--- src/rtl/yuv422_packer_if.sv ---
// AXI-Stream bundle used on both sides of the 4:4:4 -> 4:2:2 packer.
// The master drives payload and valid; the slave drives ready.
interface yuv422_packer_if #(
  parameter int W = 16
);
  logic [W-1:0] tdata;
  logic         tvalid;
  logic         tready;
  logic         tuser;
  logic         tlast;

  modport master (
    output tdata, tvalid, tuser, tlast,
    input  tready
  );

  modport slave (
    input  tdata, tvalid, tuser, tlast,
    output tready
  );
endinterface

--- src/rtl/yuv422_packer.sv ---
// Packs 4:4:4 YUV pixels into 4:2:2 beats, averaging chroma per pair.
// Emits one beat pair per input pair; lone pixels at line end are doubled.
module yuv422_packer #(
  parameter int DATA_WIDTH = 8
) (
  input  logic aclk,
  input  logic areset,
  yuv422_packer_if.slave  s_axis,
  yuv422_packer_if.master m_axis,
  output logic resync_err
);
  localparam int DW = DATA_WIDTH;

  typedef enum logic [1:0] {
    S_EVEN,
    S_ODD,
    S_OUT0,
    S_OUT1
  } state_t;

  state_t st, st_n;

  logic          run;
  logic [DW-1:0] ye, ue, ve;
  logic          eu;
  logic [2*DW-1:0] b0, b1;
  logic          bu, bl;
  logic [DW-1:0] yi, ui, vi;
  logic [DW:0]   us, vs;
  logic          s_rdy, s_acc;
  logic          take_e, mk_pair;
  logic          mk_lone, resync;

  assign yi = s_axis.tdata[DW-1:0];
  assign ui = s_axis.tdata[2*DW-1:DW];
  assign vi = s_axis.tdata[3*DW-1:2*DW];

  // one extra bit keeps the rounded sum from wrapping
  assign us = {1'b0, ue} + {1'b0, ui}
            + {{DW{1'b0}}, 1'b1};
  assign vs = {1'b0, ve} + {1'b0, vi}
            + {{DW{1'b0}}, 1'b1};

  always_comb begin
    s_rdy = 1'b0;
    unique case (st)
      S_EVEN: s_rdy = run;
      S_ODD:  s_rdy = run;
      S_OUT0: s_rdy = 1'b0;
      S_OUT1: s_rdy = m_axis.tready;
    endcase
  end

  assign s_acc = s_axis.tvalid & s_rdy;

  always_ff @(posedge aclk or posedge areset) begin
    if (areset) begin
      st         <= S_EVEN;
      run        <= 1'b0;
      resync_err <= 1'b0;
    end else begin
      st         <= st_n;
      run        <= 1'b1;
      resync_err <= resync;
    end
  end

  always_comb begin
    st_n    = st;
    take_e  = 1'b0;
    mk_pair = 1'b0;
    mk_lone = 1'b0;
    resync  = 1'b0;
    unique case (st)
      S_EVEN: begin
        if (s_acc) begin
          take_e = 1'b1;
          mk_lone = s_axis.tlast;
          st_n = s_axis.tlast ? S_OUT0 : S_ODD;
        end
      end
      S_ODD: begin
        if (s_acc && s_axis.tuser) begin
          resync = 1'b1;
          take_e = 1'b1;
          mk_lone = s_axis.tlast;
          st_n = s_axis.tlast ? S_OUT0 : S_ODD;
        end else if (s_acc) begin
          mk_pair = 1'b1;
          st_n = S_OUT0;
        end
      end
      S_OUT0: begin
        if (m_axis.tready) st_n = S_OUT1;
      end
      S_OUT1: begin
        if (s_acc) begin
          take_e = 1'b1;
          mk_lone = s_axis.tlast;
          st_n = s_axis.tlast ? S_OUT0 : S_ODD;
        end else if (m_axis.tready) begin
          st_n = S_EVEN;
        end
      end
    endcase
  end

  always_ff @(posedge aclk or posedge areset) begin
    if (areset) begin
      ye <= '0;
      ue <= '0;
      ve <= '0;
      eu <= 1'b0;
      b0 <= '0;
      b1 <= '0;
      bu <= 1'b0;
      bl <= 1'b0;
    end else begin
      if (take_e) begin
        ye <= yi;
        ue <= ui;
        ve <= vi;
        eu <= s_axis.tuser;
      end
      if (mk_pair) begin
        b0 <= {us[DW:1], ye};
        b1 <= {vs[DW:1], yi};
        bu <= eu;
        bl <= s_axis.tlast;
      end else if (mk_lone) begin
        b0 <= {ui, yi};
        b1 <= {vi, yi};
        bu <= s_axis.tuser;
        bl <= 1'b1;
      end
    end
  end

  assign s_axis.tready = s_rdy;
  assign m_axis.tvalid = (st == S_OUT0)
                       | (st == S_OUT1);
  assign m_axis.tuser  = (st == S_OUT0) & bu;
  assign m_axis.tlast  = (st == S_OUT1) & bl;

  always_comb begin
    m_axis.tdata = '0;
    unique case (st)
      S_EVEN: m_axis.tdata = '0;
      S_ODD:  m_axis.tdata = '0;
      S_OUT0: m_axis.tdata = b0;
      S_OUT1: m_axis.tdata = b1;
    endcase
  end
endmodule

--- src/flat_wrapper.sv ---
// flat-port wrapper written by rule: the top's interface ports become plain ports
module yuv422_packer_flat 
#(
  parameter int DATA_WIDTH = 8
)
  (aclk, areset, resync_err, s_axis_tdata, s_axis_tvalid, s_axis_tuser, s_axis_tlast, s_axis_tready, m_axis_tdata, m_axis_tvalid, m_axis_tuser, m_axis_tlast, m_axis_tready);
  yuv422_packer_if #(.W(24)) s_axis_i ();
  yuv422_packer_if #(.W(16)) m_axis_i ();
  input  logic aclk;
  input  logic areset;
  output logic resync_err;
  input wire logic [$bits(s_axis_i.tdata)-1:0] s_axis_tdata;
  input wire logic [$bits(s_axis_i.tvalid)-1:0] s_axis_tvalid;
  input wire logic [$bits(s_axis_i.tuser)-1:0] s_axis_tuser;
  input wire logic [$bits(s_axis_i.tlast)-1:0] s_axis_tlast;
  output wire logic [$bits(s_axis_i.tready)-1:0] s_axis_tready;
  output wire logic [$bits(m_axis_i.tdata)-1:0] m_axis_tdata;
  output wire logic [$bits(m_axis_i.tvalid)-1:0] m_axis_tvalid;
  output wire logic [$bits(m_axis_i.tuser)-1:0] m_axis_tuser;
  output wire logic [$bits(m_axis_i.tlast)-1:0] m_axis_tlast;
  input wire logic [$bits(m_axis_i.tready)-1:0] m_axis_tready;
  assign s_axis_i.tdata = s_axis_tdata;
  assign s_axis_i.tvalid = s_axis_tvalid;
  assign s_axis_i.tuser = s_axis_tuser;
  assign s_axis_i.tlast = s_axis_tlast;
  assign s_axis_tready = s_axis_i.tready;
  assign m_axis_tdata = m_axis_i.tdata;
  assign m_axis_tvalid = m_axis_i.tvalid;
  assign m_axis_tuser = m_axis_i.tuser;
  assign m_axis_tlast = m_axis_i.tlast;
  assign m_axis_i.tready = m_axis_tready;
  yuv422_packer #(.DATA_WIDTH(DATA_WIDTH)) u_core (.aclk(aclk), .areset(areset), .s_axis(s_axis_i), .m_axis(m_axis_i), .resync_err(resync_err));
endmodule
--- config.mk ---
export PLATFORM = sky130hd
export DESIGN_NAME = yuv422_packer_flat
export DESIGN_NICKNAME = d
export VERILOG_FILES = /design/src/rtl/yuv422_packer_if.sv /design/src/rtl/yuv422_packer.sv /design/src/flat_wrapper.sv
export SDC_FILE = /design/constraint.sdc
export NUM_CORES = 1
export LEC_CHECK = 0
export BUFFER_PORTS_ARGS = -buffer_cell sky130_fd_sc_hd__buf_4
export CELL_PAD_IN_SITES_DETAIL_PLACEMENT = 1
export CELL_PAD_IN_SITES_GLOBAL_PLACEMENT = 2
export CORE_MARGIN = 4
export CORE_UTILIZATION = 40
export DETAILED_ROUTE_END_ITERATION = 7
export HOLD_SLACK_MARGIN = 0.1
export PLACE_DENSITY = 0.89
export RECOVER_POWER = 50
export SYNTH_ARGS = -nofsm -noshare
export SYNTH_HDL_FRONTEND = slang
export SYNTH_SLANG_ARGS = --single-unit
export TNS_END_PERCENT = 100
--- constraint.sdc ---
create_clock -name aclk -period 3.4 [get_ports aclk]
set_clock_uncertainty 0.1 [all_clocks]
set_input_delay 0.85 -clock aclk [delete_from_list [all_inputs] [get_ports aclk]]
set_output_delay 0.85 -clock aclk [all_outputs]
set_load 0.005 [all_outputs]
# Word level (Yosys, flattened, before mapping)
# Index checks and enable logic that the tools add are counted.
# totals
elab_cells	59
input_bits	30
reg_bits	63
# classes
add_sub_neg	4
reduce_logical	6
eq_ne	7
n_bitwise	4
muxes	27
# op_table
cell	n
two-way mux 16 bit	4
one-hot mux 16 bit (3 select lines)	1
adder 8 x 8 -> 9 bit	2
adder 9 x 1 -> 9 bit, second input constant	2
two-way mux 2 bit	7
two-way mux 1 bit	11
one-hot mux 2 bit (4 select lines)	1
equality test 2 bit, second input constant	2
one-hot mux 1 bit (2 select lines)	2
AND reduction 4 bit	1
OR reduction 2 bit	2
AND 1 bit	3
inequality test 3 x 1 -> 1 bit, second input constant	1
inequality test 3 x 2 -> 1 bit, second input constant	1
one-hot mux 1 bit (3 select lines)	1
equality test 2 x 1 -> 1 bit, second input constant	1
zero test 2 bit	1
inequality test 2 x 1 -> 1 bit, second input constant	1
inequality test 2 bit, second input constant	1
nonzero test 2 bit	1
logical AND 1 bit	1
OR 1 bit	1

# Logic depth before layout (Yosys ltp)
# Gate-level depths: netlist of the first run.
# logic_depth
word_depth	9
ltp_mapped	9
ltp_nobuf	7

# Least setup slack after synthesis of the first run
# OpenSTA, ideal clock, no wires.
# synth_path
path_type	register to output
start	reg u_core.st[0]
end	out m_axis_tdata[0]
path_stages_with_launch	6
n_path_buf	2
arrival_ns	1.516
path_slack_ns	0.934
path_cell_list	dfrtp_1 inv_1 ha_1 clkbuf_1 clkbuf_1 a22o_1
# synth_via
elab_chain_cells	3
word_cells_on_any_way	6
classes_between	3 x eq/ne; 1 x mux; 2 x reduce/logical
# synth_rtl
element	line	source
from (decl)	yuv422_packer.sv:21	state_t st, st_n;
from (signal assigned)	yuv422_packer.sv:62	st <= st_n;
equality test 2 x 1 -> 1 bit / zero test 2 bit (equally long branches)	yuv422_packer.sv:147	unique case (st)
OR reduction 2 bit (no source line)	--	
one-hot mux 16 bit (3 select lines) *	yuv422_packer.sv:147	
to (decl)	flat_wrapper.sv:17	output wire logic [$bits(m_axis_i.tdata)-1:0] m_axis_tdata;
# Mark *: on every way between the ends. The rest lies on a longest branch, timed or not.

# Worst setup path in the final report of the first run
# layout_path
start	reg u_core.st[0]
end	out m_axis_tdata[13]
# Same word-level chain as after synthesis.

==> results of run 1 <==
## cell usage after synthesis (all sizes together)
library cell and instances:
a21oi 12, a22oi 3, and4bb 1, and4 2, buf 10, or2 4, nand2 28, clkbuf 5
fa 2, o221ai 3, xor2 4, nand2b 2, a211oi 1, a211o 2, and2 2, a32oi 1
a21o 7, and3 1, mux2 34, ha 20, a31oi 4, o21ai 29, xnor2 4, nor3 2
o22ai 3, conb 1, nor2b 6, nor2 15, mux2i 18, a22o 16, a31o 2, o31ai 3
dfrtp 63, inv 13
## critical path, stage by stage, from the launching register on
cell and delay (ps):
dfrtp_1 420, inv_1 140, ha_1 520, buf_4 310, a22o_1 210, buf_4 120
## cells in the final DEF (no fill, tap or decap), types with 6 or more instances in the layout
cell type / instances
clkbuf_8: 9
nor2_1: 15
mux2i_1: 18
a22o_1: 16
o21ai_0: 27
dfrtp_1: 63
inv_1: 13
buf_4: 53
nand2_1: 28
a21oi_1: 12
mux2_2: 34
a21o_1: 7
nor2b_1: 6
ha_1: 20
## flip-flops by register name (all words and copies together), names as in the netlist
signal             flops
u_core.ve              8
u_core.ue              8
u_core.ye              8
u_core.bu              1
u_core.st              2
u_core.b1             16
u_core.resync_err      1
u_core.eu              1
u_core.run             1
u_core.b0             16
u_core.bl              1
## final cells by class
type,instances,area share
clock inverter,7,0.0228
timing repair buffer,57,0.104
sequential,63,0.373
inverter,13,0.0116
tap,105,0.0311
multi-input combinational,232,0.428
clock buffer,9,0.0293
## worst max path at each step
stage	end	depth (start not counted)
2_1_floorplan	u_core.b0[0]$_DFFE_PP0P_	1
3_3_place_gp	u_core.b1[4]$_DFFE_PP0P_	7
3_5_place_dp	u_core.b1[7]$_DFFE_PP0P_	7
4_1_cts	m_axis_tdata[13]	5
5_1_grt	u_core.b1[4]$_DFFE_PP0P_	7
6_report	m_axis_tdata[13]	5
## per-layer routing
layer / vias up / global-route usage / share of wire
met5: - / 0 / 0
met4: 0 / 0.0545 / 0.011
met2: 49 / 0.286 / 0.49
li1: 1260 / - / -
met3: 8 / 0.0389 / 0.039
met1: 1325 / 0.237 / 0.46
## through the flow
stage | utilization | hold WS, ps | power [mW] | setup slack, ps | instance area [sq um]
after global routing | 0.504 | 425 | 4.10 | 219 | 4220
after CTS | 0.506 | 330 | 3.83 | 352 | 4240
after floorplan | - | 342 | 2.51 | 880 | 3520
final | 0.504 | 387 | 3.76 | 385 | 4220
after global placement | 0.480 | 362 | 2.99 | 719 | 4020
after detailed placement | 0.480 | 372 | 3.07 | 713 | 4020
## cells by family after synthesis
logic type	synth area share
and+or+nand+nor	0.0870
xor gates and xnor gates	0.0199
buffers and inverters	0.0390
DFF	0.447
adders and majority gates	0.0824
AOI/OAI and AO/OA	0.164
other	0.00106
muxes	0.160
## power groups by stage
stage	Combinational, mW	Sequential (mW)	Clock [mW]
after global placement	1.70	1.29	0
after detailed placement	1.76	1.32	0
after global routing	1.96	1.35	0.787
after CTS	1.77	1.30	0.756
final	1.73	1.30	0.731
after floorplan	1.26	1.25	0
==> out/summary.txt, run 1 <==
======================================================================================================
Number of buffers on the longest clock path                                                          2
Net count after synthesis                                                                          375
Area of the die                                                                           0.0104 sq mm
Antenna fix cells                                                                                    0
Effective utilization at floorplan                                                               0.421
H-Tree Depth                                                                                         3
Origin of the worst setup path                                                            u_core.st[0]$_DFFE_PP0P_
Worst hold path cell count                                                                           2
Number of antenna violations at the first check in global routing                                    0
Timing-limited maximum frequency                                                               332 MHz
Synth area leader                                                                              dfrtp_1
R2r setup slk                                                                                   430 ps
# port buffers                                                                                      50
Total length of routed wires                                                                   8.40 mm
Sequential cell area                                                                      0.00158 sq mm
Post-DR vias/cell                                                                                 5.44
Sinks on the clock net                                                                              63
Area of the multi-input gates                                                             0.00181 sq mm
Launch point of the worst reg-to-reg path                                                 u_core.st[0]$_DFFE_PP0P_
Number of cells after detailed placement                                                           470
Internal power component                                                                       2.40 mW
CTS Buf Count                                                                                        9
Clock transition at the register clock pins on the worst setup and hold paths after CTS          80 ps
Ratio of cells with drive above 1 in the final layout                                            0.302
Hold Path Sink                                                                            u_core.b0[6]$_DFFE_PP0P_
CP endpoint kind                                                                          primary output
Die span in x                                                                                   102 um
Run status                                                                                finished clean
Worst Path Required                                                                            2450 ps
Leak                                                                                           2.08 nW
RSZ-0062 raised after global routing                                                             false
Transition at the pin with the smallest max-transition slack                                   1390 ps
Path class of the lowest-slack min-delay path                                                  reg2reg
Max-slew violation count                                                                             0
Syn avg cell area                                                                           10.9 sq um
Post-CTS setup buffer count                                                                          0
Setup TNS                                                                                         0 ps
Number of DRC violations after detailed-routing iteration 0                                         60
Post-route DRC                                                                                       0
Area delta synth->final                                                                          19.8%
Core area                                                                                 0.00838 sq mm
All-Layer GR Usage                                                                               0.176
Synthesized cell area                                                                     0.00352 sq mm
Number of global-route vias before repair                                                         2768
Critical-path maximum fanout                                                                        12
Number of standard cells in the layout, taps in and fillers out                                    486
Number of gates resized after cts                                                                    0
NumNets Final                                                                                      428
Pwr/cell area                                                                              891 mW/mm^2
Slew Limit Headroom                                                                             0.0713
WS Path Type                                                                                   reg2out
Source-to-sink clock delay at the later pin of the worst-skew pair                              340 ps
Top cells by area in the synthesized netlist                                              dfrtp_1 (45%), mux2_2 (11%), ha_1 (7.1%)
Clock root buffer master                                                                      clkbuf_8
Arrival time of data at the critical path endpoint                                             2070 ps
Min Tclk post-route                                                                            3020 ps
Count of cells along the worst register-to-register path                                             7
Count of distinct cell types in the synthesized netlist                                             38
Part of the total power dissipated in sequential elements                                        0.345
Post-route clock period utilization                                                              0.887
Number of nets still failing antenna checks after routing                                            0
Critical path launch point type                                                                   flop
Max VDD drop                                                                                  0.335 mV
Yosys reg bits                                                                                      63
Number of core rows                                                                                 33
Final number of hold-violating endpoints                                                             0
Min-delay src                                                                             u_core.b0[6]$_DFFE_PP0P_
Syn. warnings                                                                                        0
Proportion of power drawn by the clock network                                                   0.194
Proportion of power drawn by combinational gates                                                 0.460
Sw Ratio                                                                                         0.361
Post-Synthesis Cells                                                                               323
Top Ports                                                                                           51
Largest net degree at the start of global routing                                                   55
Average wire per standard cell                                                                 17.3 um
Total of max-cap violations                                                                          0
GR Overflow Total                                                                                    0
Estimated wirelength of the detail-placed design                                               5.96 mm
Worst r2r dst                                                                             u_core.b1[4]$_DFFE_PP0P_
Number of vias in the routed layout                                                               2642
Fill cell count                                                                                    916
Global placement routability congestion                                                          0.781
Register area share after synthesis                                                              0.447
CTS tree                                                                                           yes
Sw Pwr                                                                                         1.36 mW
Setup-failing EPs final                                                                              0
First-pass GRT wire length                                                                     14.2 mm
Length of the first detailed-routing pass in iterations                                              4
Post-CTS Hold Buffers                                                                                0
Die Height                                                                                      102 um
Portion of synthesized cell area occupied by the leading cell type                               0.447
======================================================================================================
Note: power is estimated with default switching activity, not from simulation.
==> inputs of run 2 (changes only) <==
--- a/constraint.sdc
+++ b/constraint.sdc
@@ -3,3 +3,3 @@
 set_input_delay 0.85 -clock aclk [delete_from_list [all_inputs] [get_ports aclk]]
 set_output_delay 0.85 -clock aclk [all_outputs]
-set_load 0.005 [all_outputs]
+set_load 0.1 [all_outputs]
==> out/summary.txt, run 2 (synthesized netlist as in run 1, its figures left out) <==
======================================================================================================
Largest net degree at the start of global routing                                                   34   -38%
Total length of routed wires                                                                   8.52 mm   +1.4%
Largest registers in the final layout                                                     u_core.b0: 16 flops, u_core.b1: 16 flops
Number of antenna violations at the first check in global routing                                    0   unchanged
Leak                                                                                           2.11 nW   +1.0%
Top Ports                                                                                           51   unchanged
CP endpoint kind                                                                          primary output
Most frequent cells in the layout                                                         dfrtp_1 (63), buf_4 (51), mux2_2 (34), nand2_1 (28), o21ai_0 (26)
Global placement routability congestion                                                          0.767   -1.8%
First-pass GRT wire length                                                                     14.0 mm   -1.1%
WS Path Type                                                                                   reg2out
Slowest Stage Delay on Critical Path                                                            510 ps   about the same
Number of core rows                                                                                 33   unchanged
Estimated wirelength of the detail-placed design                                               6.13 mm   +2.9%
Length of the first detailed-routing pass in iterations                                              4   unchanged
Total of max-cap violations                                                                          1   +1
Area delta synth->final                                                                          21.1%
Slew Limit Headroom                                                                             -0.240   -0.311
Average wire per standard cell                                                                 17.5 um   +1.2%
H-Tree Depth                                                                                         3   unchanged
Effective utilization at floorplan                                                               0.421   unchanged
CTS Buf Count                                                                                        9   unchanged
Source-to-sink clock delay at the later pin of the worst-skew pair                              340 ps   about the same
Die Height                                                                                      102 um   unchanged
Max VDD drop                                                                                  0.760 mV   +130%
Core area                                                                                 0.00838 sq mm   unchanged
Worst r2r dst                                                                             u_core.b1[0]$_DFFE_PP0P_
Number of global-route vias before repair                                                         2859   +3.3%
Number of DRC violations after detailed-routing iteration 0                                         68   +13%
Area of the die                                                                           0.0104 sq mm   unchanged
Count of cells along the worst register-to-register path                                             7   unchanged
CP Cell Sequence                                                                          ha_1, buf_4, a22o_1, buf_4
Post-route clock period utilization                                                              0.871   -0.0158
RSZ-0062 raised after global routing                                                             false
Cell with the biggest individual delay on the critical path                                       ha_1
Most common cell type on the critical path                                                       buf_4
Run status                                                                                finished, violations left
Number of buffers on the longest clock path                                                          2   unchanged
Violated checks                                                                           max-capacitance violations, max-slew violations
Path class of the lowest-slack min-delay path                                                  reg2reg
Post-DR vias/cell                                                                                 5.47   +0.59%
Min Tclk post-route                                                                            2960 ps   -53.6 ps
Buf+Inv Stages, Crit Path                                                                            2   -1
Hold Path Sink                                                                            u_core.b0[9]$_DFFE_PP0P_
Antenna fix cells                                                                                    0   unchanged
Worst Path Required                                                                            2450 ps   about the same
Pwr/cell area                                                                             1100 mW/mm^2   +24%
CTS tree                                                                                           yes
NumNets Final                                                                                      429   +0.23%
Largest delay contributor family on the critical path                                     buffers and inverters
Clock transition at the register clock pins on the worst setup and hold paths after CTS          80 ps   about the same
Transition at the pin with the smallest max-transition slack                                   1860 ps   +467 ps
Critical path launch point type                                                                   flop
Timing-limited maximum frequency                                                               338 MHz   +1.8%
Number of vias in the routed layout                                                               2663   +0.79%
Arrival time of data at the critical path endpoint                                             2010 ps   -60 ps
Clock root buffer master                                                                      clkbuf_8
GR Overflow Total                                                                                    0   unchanged
Number of nets still failing antenna checks after routing                                            0   unchanged
Critical-path maximum fanout                                                                        13   +1
Post-route DRC                                                                                       0   unchanged
Total chip power                                                                               4.70 mW   +25%
Setup-failing EPs final                                                                              0   unchanged
Worst hold path cell count                                                                           2   unchanged
Post-CTS Hold Buffers                                                                                0   unchanged
Sinks on the clock net                                                                              63   unchanged
Min-delay src                                                                             u_core.b0[9]$_DFFE_PP0P_
Max-slew violation count                                                                            34   +34
Ratio of cells with drive above 1 in the final layout                                            0.296   -0.00603
R2r setup slk                                                                                   470 ps   +40 ps
Die span in x                                                                                   102 um   unchanged
All-Layer GR Usage                                                                               0.174   -0.00206
Setup TNS                                                                                         0 ps   unchanged
Fill cell count                                                                                    927   +1.2%
Final number of hold-violating endpoints                                                             0   unchanged
# port buffers                                                                                      50   unchanged
Launch point of the worst reg-to-reg path                                                 u_core.st[0]$_DFFE_PP0P_
Most common cell after layout, fill and taps aside                                             dfrtp_1
======================================================================================================
==> run 2: cell count changes in the layout (fill, tap and decap cells not counted), sizes merged <==
cell,change
clkbuf,+1
bufinv,+1
clkinvlp,-2
clkinv,+1
==> run 2: worst max path at each step <==
stage / start / endpoint / slack [ps] / cells after the start
3_5_place_dp: u_core.st[0]$_DFFE_PP0P_ / u_core.b1[0]$_DFFE_PP0P_ / 460 / 7
6_report: u_core.st[1]$_DFFE_PP0P_ / m_axis_tdata[5] / 440 / 4
4_1_cts: u_core.st[0]$_DFFE_PP0P_ / m_axis_tdata[9] / 100 / 4
2_1_floorplan: u_core.st[0]$_DFFE_PP0P_ / s_axis_tready / 50 / 4
5_1_grt: areset / u_core.b0[14]$_DFFE_PP0P_ / 270 / 3
3_3_place_gp: u_core.st[0]$_DFFE_PP0P_ / m_axis_tdata[12] / 580 / 4
==> run 2: stage by stage <==
stage                     worst slack, ps   util  area, sq um  std cells  hold slack (ps)
after floorplan                      54.4      -         3520        323              342
after global placement                577  0.482         4040        471              364
after detailed placement              456  0.482         4040        471              374
after CTS                             100  0.512         4290        487              321
after global routing                  273  0.509         4270        487              415
final                                 438  0.509         4270        487              389
==> run 2: layer usage <==
| layer | wire length, um | GRT usage | part of all wire |
|---|---|---|---|
| met2 | 4330 | 0.292 | 0.51 |
| met1 | 3740 | 0.224 | 0.44 |
| met3 | 343 | 0.0423 | 0.040 |
| met4 | 110 | 0.0535 | 0.013 |
| met5 | 0 | 0 | 0 |
==> run 2: final cells by class <==
type                    count  area [sq um]  share of cell area
repair buffers             58           462               0.108
flip-flops and latches     63          1580               0.369
inverters                  13          48.8              0.0114
well taps                 105           131              0.0308
multi-input cells         232          1810               0.423
clock inverters             7           120              0.0281
clock buffers               9           124              0.0290
==> run 2: tightest hold or removal path, delay by kind of cell, from the launching register on <==
kind	cells	cell delay (ps)
flops	1	350
compound gates	1	60
simple gates	1	50
==> run 2: where the power goes <==
part	switching (mW)	leakage (nW)	total, mW	internal, mW
clock network	0.309	0.120	0.799	0.489
logic	1.69	1.22	2.60	0.907
registers	0.200	0.768	1.30	1.10
==> run 2: repair_timing <==
action                                  CTS  global route
setup buffers                             0             0
endpoints found under the setup margin    0             3
gates resized for setup                   0             1
==> inputs of run 3 (changes only) <==
CORE_ASPECT_RATIO = 0.9   (was not set)
PLACE_DENSITY = not set   (was 0.89)
PLACE_DENSITY_LB_ADDON = 0.1   (was not set)
RECOVER_POWER = 25   (was 50)
==> out/summary.txt, run 3 (synthesized netlist as in run 1, its figures left out) <==
======================================================================================================
RSZ-0062 raised after global routing                                                             false
CTS Buf Count                                                                                        9   unchanged
Number of nets still failing antenna checks after routing                                            0   unchanged
Post-route DRC                                                                                       0   unchanged
Length of the first detailed-routing pass in iterations                                              4   unchanged
Post-route clock period utilization                                                              0.898   +0.0270
Hold Slack                                                                                      383 ps   -5.95 ps
Total of max-cap violations                                                                          0   -1
Effective utilization at floorplan                                                               0.411   -0.00915
Min Tclk post-route                                                                            3050 ps   +91.7 ps
H-Tree Depth                                                                                         3   unchanged
Setup-failing EPs final                                                                              0   unchanged
Clock root buffer master                                                                      clkbuf_8
Setup TNS                                                                                         0 ps   unchanged
Run status                                                                                finished clean
Placement-stage worst setup slack                                                               437 ps   -18.8 ps
Uppermost metal layer occupied by signal nets                                                     met4
Leak                                                                                           2.10 nW   -0.33%
Timing-limited maximum frequency                                                               327 MHz   -3.0%
Number of antenna violations at the first check in global routing                                    0   unchanged
Final setup slack of the worst path                                                             347 ps   -91.7 ps
Post-Route Utilization                                                                           0.498   -0.0114
Average wire per standard cell                                                                 17.0 um   -3.0%
Arrival time of data at the critical path endpoint                                             2100 ps   +90 ps
Sinks on the clock net                                                                              63   unchanged
Most common cell after layout, fill and taps aside                                             dfrtp_1
Clock transition at the register clock pins on the worst setup and hold paths after CTS          70 ps   about the same
Path class of the lowest-slack min-delay path                                                  reg2reg
All-Layer GR Usage                                                                               0.176   +0.00137
Number of core rows                                                                                 32   -3.0%
Ratio of cells with drive above 1 in the final layout                                            0.308   +0.0121
Number of global-route vias before repair                                                         2863   +0.14%
Post-CTS setup buffer count                                                                          0   unchanged
Area of the die                                                                           0.0104 sq mm   about the same
Critical-path maximum fanout                                                                        16   +3
Routed length on met2                                                                          4.10 mm   -5.3%
Core area                                                                                 0.00857 sq mm   +2.2%
Number of vias in the routed layout                                                               2629   -1.3%
WS Path Type                                                                                   reg2out
Max VDD drop                                                                                  0.649 mV   -15%
Global placement routability congestion                                                          0.752   -2.0%
Die Height                                                                                     97.1 um   -4.7%
Slew Limit Headroom                                                                              0.247   +0.487
Worst Path Required                                                                            2450 ps   about the same
Area delta synth->final                                                                          21.0%   about the same
CP endpoint kind                                                                          primary output
Number of standard cells in the layout, taps in and fillers out                                    499   +2.5%
Transition at the pin with the smallest max-transition slack                                   1130 ps   -732 ps
Top Ports                                                                                           51   unchanged
Final number of hold-violating endpoints                                                             0   unchanged
CTS tree                                                                                           yes
Met3 routed WL                                                                                  326 um   -5.0%
Max-slew violation count                                                                             0   -100%
Number of gates resized after cts                                                                    0   unchanged
Total length of routed wires                                                                   8.46 mm   -0.65%
Estimated wirelength of the detail-placed design                                               5.92 mm   -3.4%
Antenna fix cells                                                                                    0   unchanged
First-pass GRT wire length                                                                     14.6 mm   +3.9%
Number of buffers on the longest clock path                                                          2   unchanged
Pwr/cell area                                                                             1090 mW/mm^2   -1.3%
Post-Route M1 WL                                                                               3.98 mm   +6.5%
Source-to-sink clock delay at the later pin of the worst-skew pair                              340 ps   about the same
Critical path launch point type                                                                   flop
Die span in x                                                                                   107 um   +5.0%
NumNets Final                                                                                      427   -0.47%
Post-CTS Hold Buffers                                                                                0   unchanged
# port buffers                                                                                      50   unchanged
Number of cells after detailed placement                                                           483   +2.5%
Number of DRC violations after detailed-routing iteration 0                                         43   -37%
Post-DR vias/cell                                                                                 5.27   -3.7%
Most frequent cells in the layout                                                         dfrtp_1 (63), buf_4 (52), mux2_2 (34), nand2_1 (28), o21ai_0 (26)
GR Overflow Total                                                                                    0   unchanged
Largest net degree at the start of global routing                                                   48   +41%
Largest registers in the final layout                                                     u_core.b0: 16 flops, u_core.b1: 16 flops
======================================================================================================
==> run 3: stage by stage <==
step	power, mW	cell area [sq um]
final	4.63	4270
after global routing	4.97	4270
after CTS	4.69	4280
after detailed placement	3.91	4050
after global placement	3.84	4050
after floorplan	3.36	3520
==> run 3: cell type report <==
class                      count  area, sq um
clock buffer                  11          151
timing repair buffer          56          443
clock inverter                 5         80.1
multi-input combinational    232         1820
sequential                    63         1580
inverter                      13         48.8
fill                        1004         4300
tap                          119          149
==> run 3: worst paths after layout <==
path | slack [ps] | from | depth (start not counted) | to
min in group asynchronous | 700 | areset | 2 | u_core.ye[2]$_DFFE_PP0P_
max in group asynchronous | 960 | areset | 3 | u_core.b1[11]$_DFFE_PP0P_
hold reg to reg | 380 | u_core.bu$_DFFE_PP0P_ | 2 | u_core.bu$_DFFE_PP0P_
hold / removal | 380 | u_core.bu$_DFFE_PP0P_ | 2 | u_core.bu$_DFFE_PP0P_
setup / recovery | 350 | u_core.st[1]$_DFFE_PP0P_ | 4 | m_axis_tdata[5]
setup reg to reg | 690 | u_core.st[1]$_DFFE_PP0P_ | 6 | u_core.ve[6]$_DFFE_PP0P_
==> run 3: report_power, final <==
part / internal [mW] / switching, mW
registers: 1.10 / 0.196
clock network: 0.452 / 0.307
logic: 0.901 / 1.68
total: 2.46 / 2.18
==> run 3: routing by layer <==
layer,up-vias,track usage
met3,8,0.0405
met5,-,0
met4,0,0.0492
met1,1320,0.230
met2,40,0.291
li1,1261,-
==> run 3: critical path, cell delays in order (launching register included) <==
cell and delay [ps]:
dfrtp_1 440, ha_1 610, buf_4 290, a22o_1 140
buf_4 280
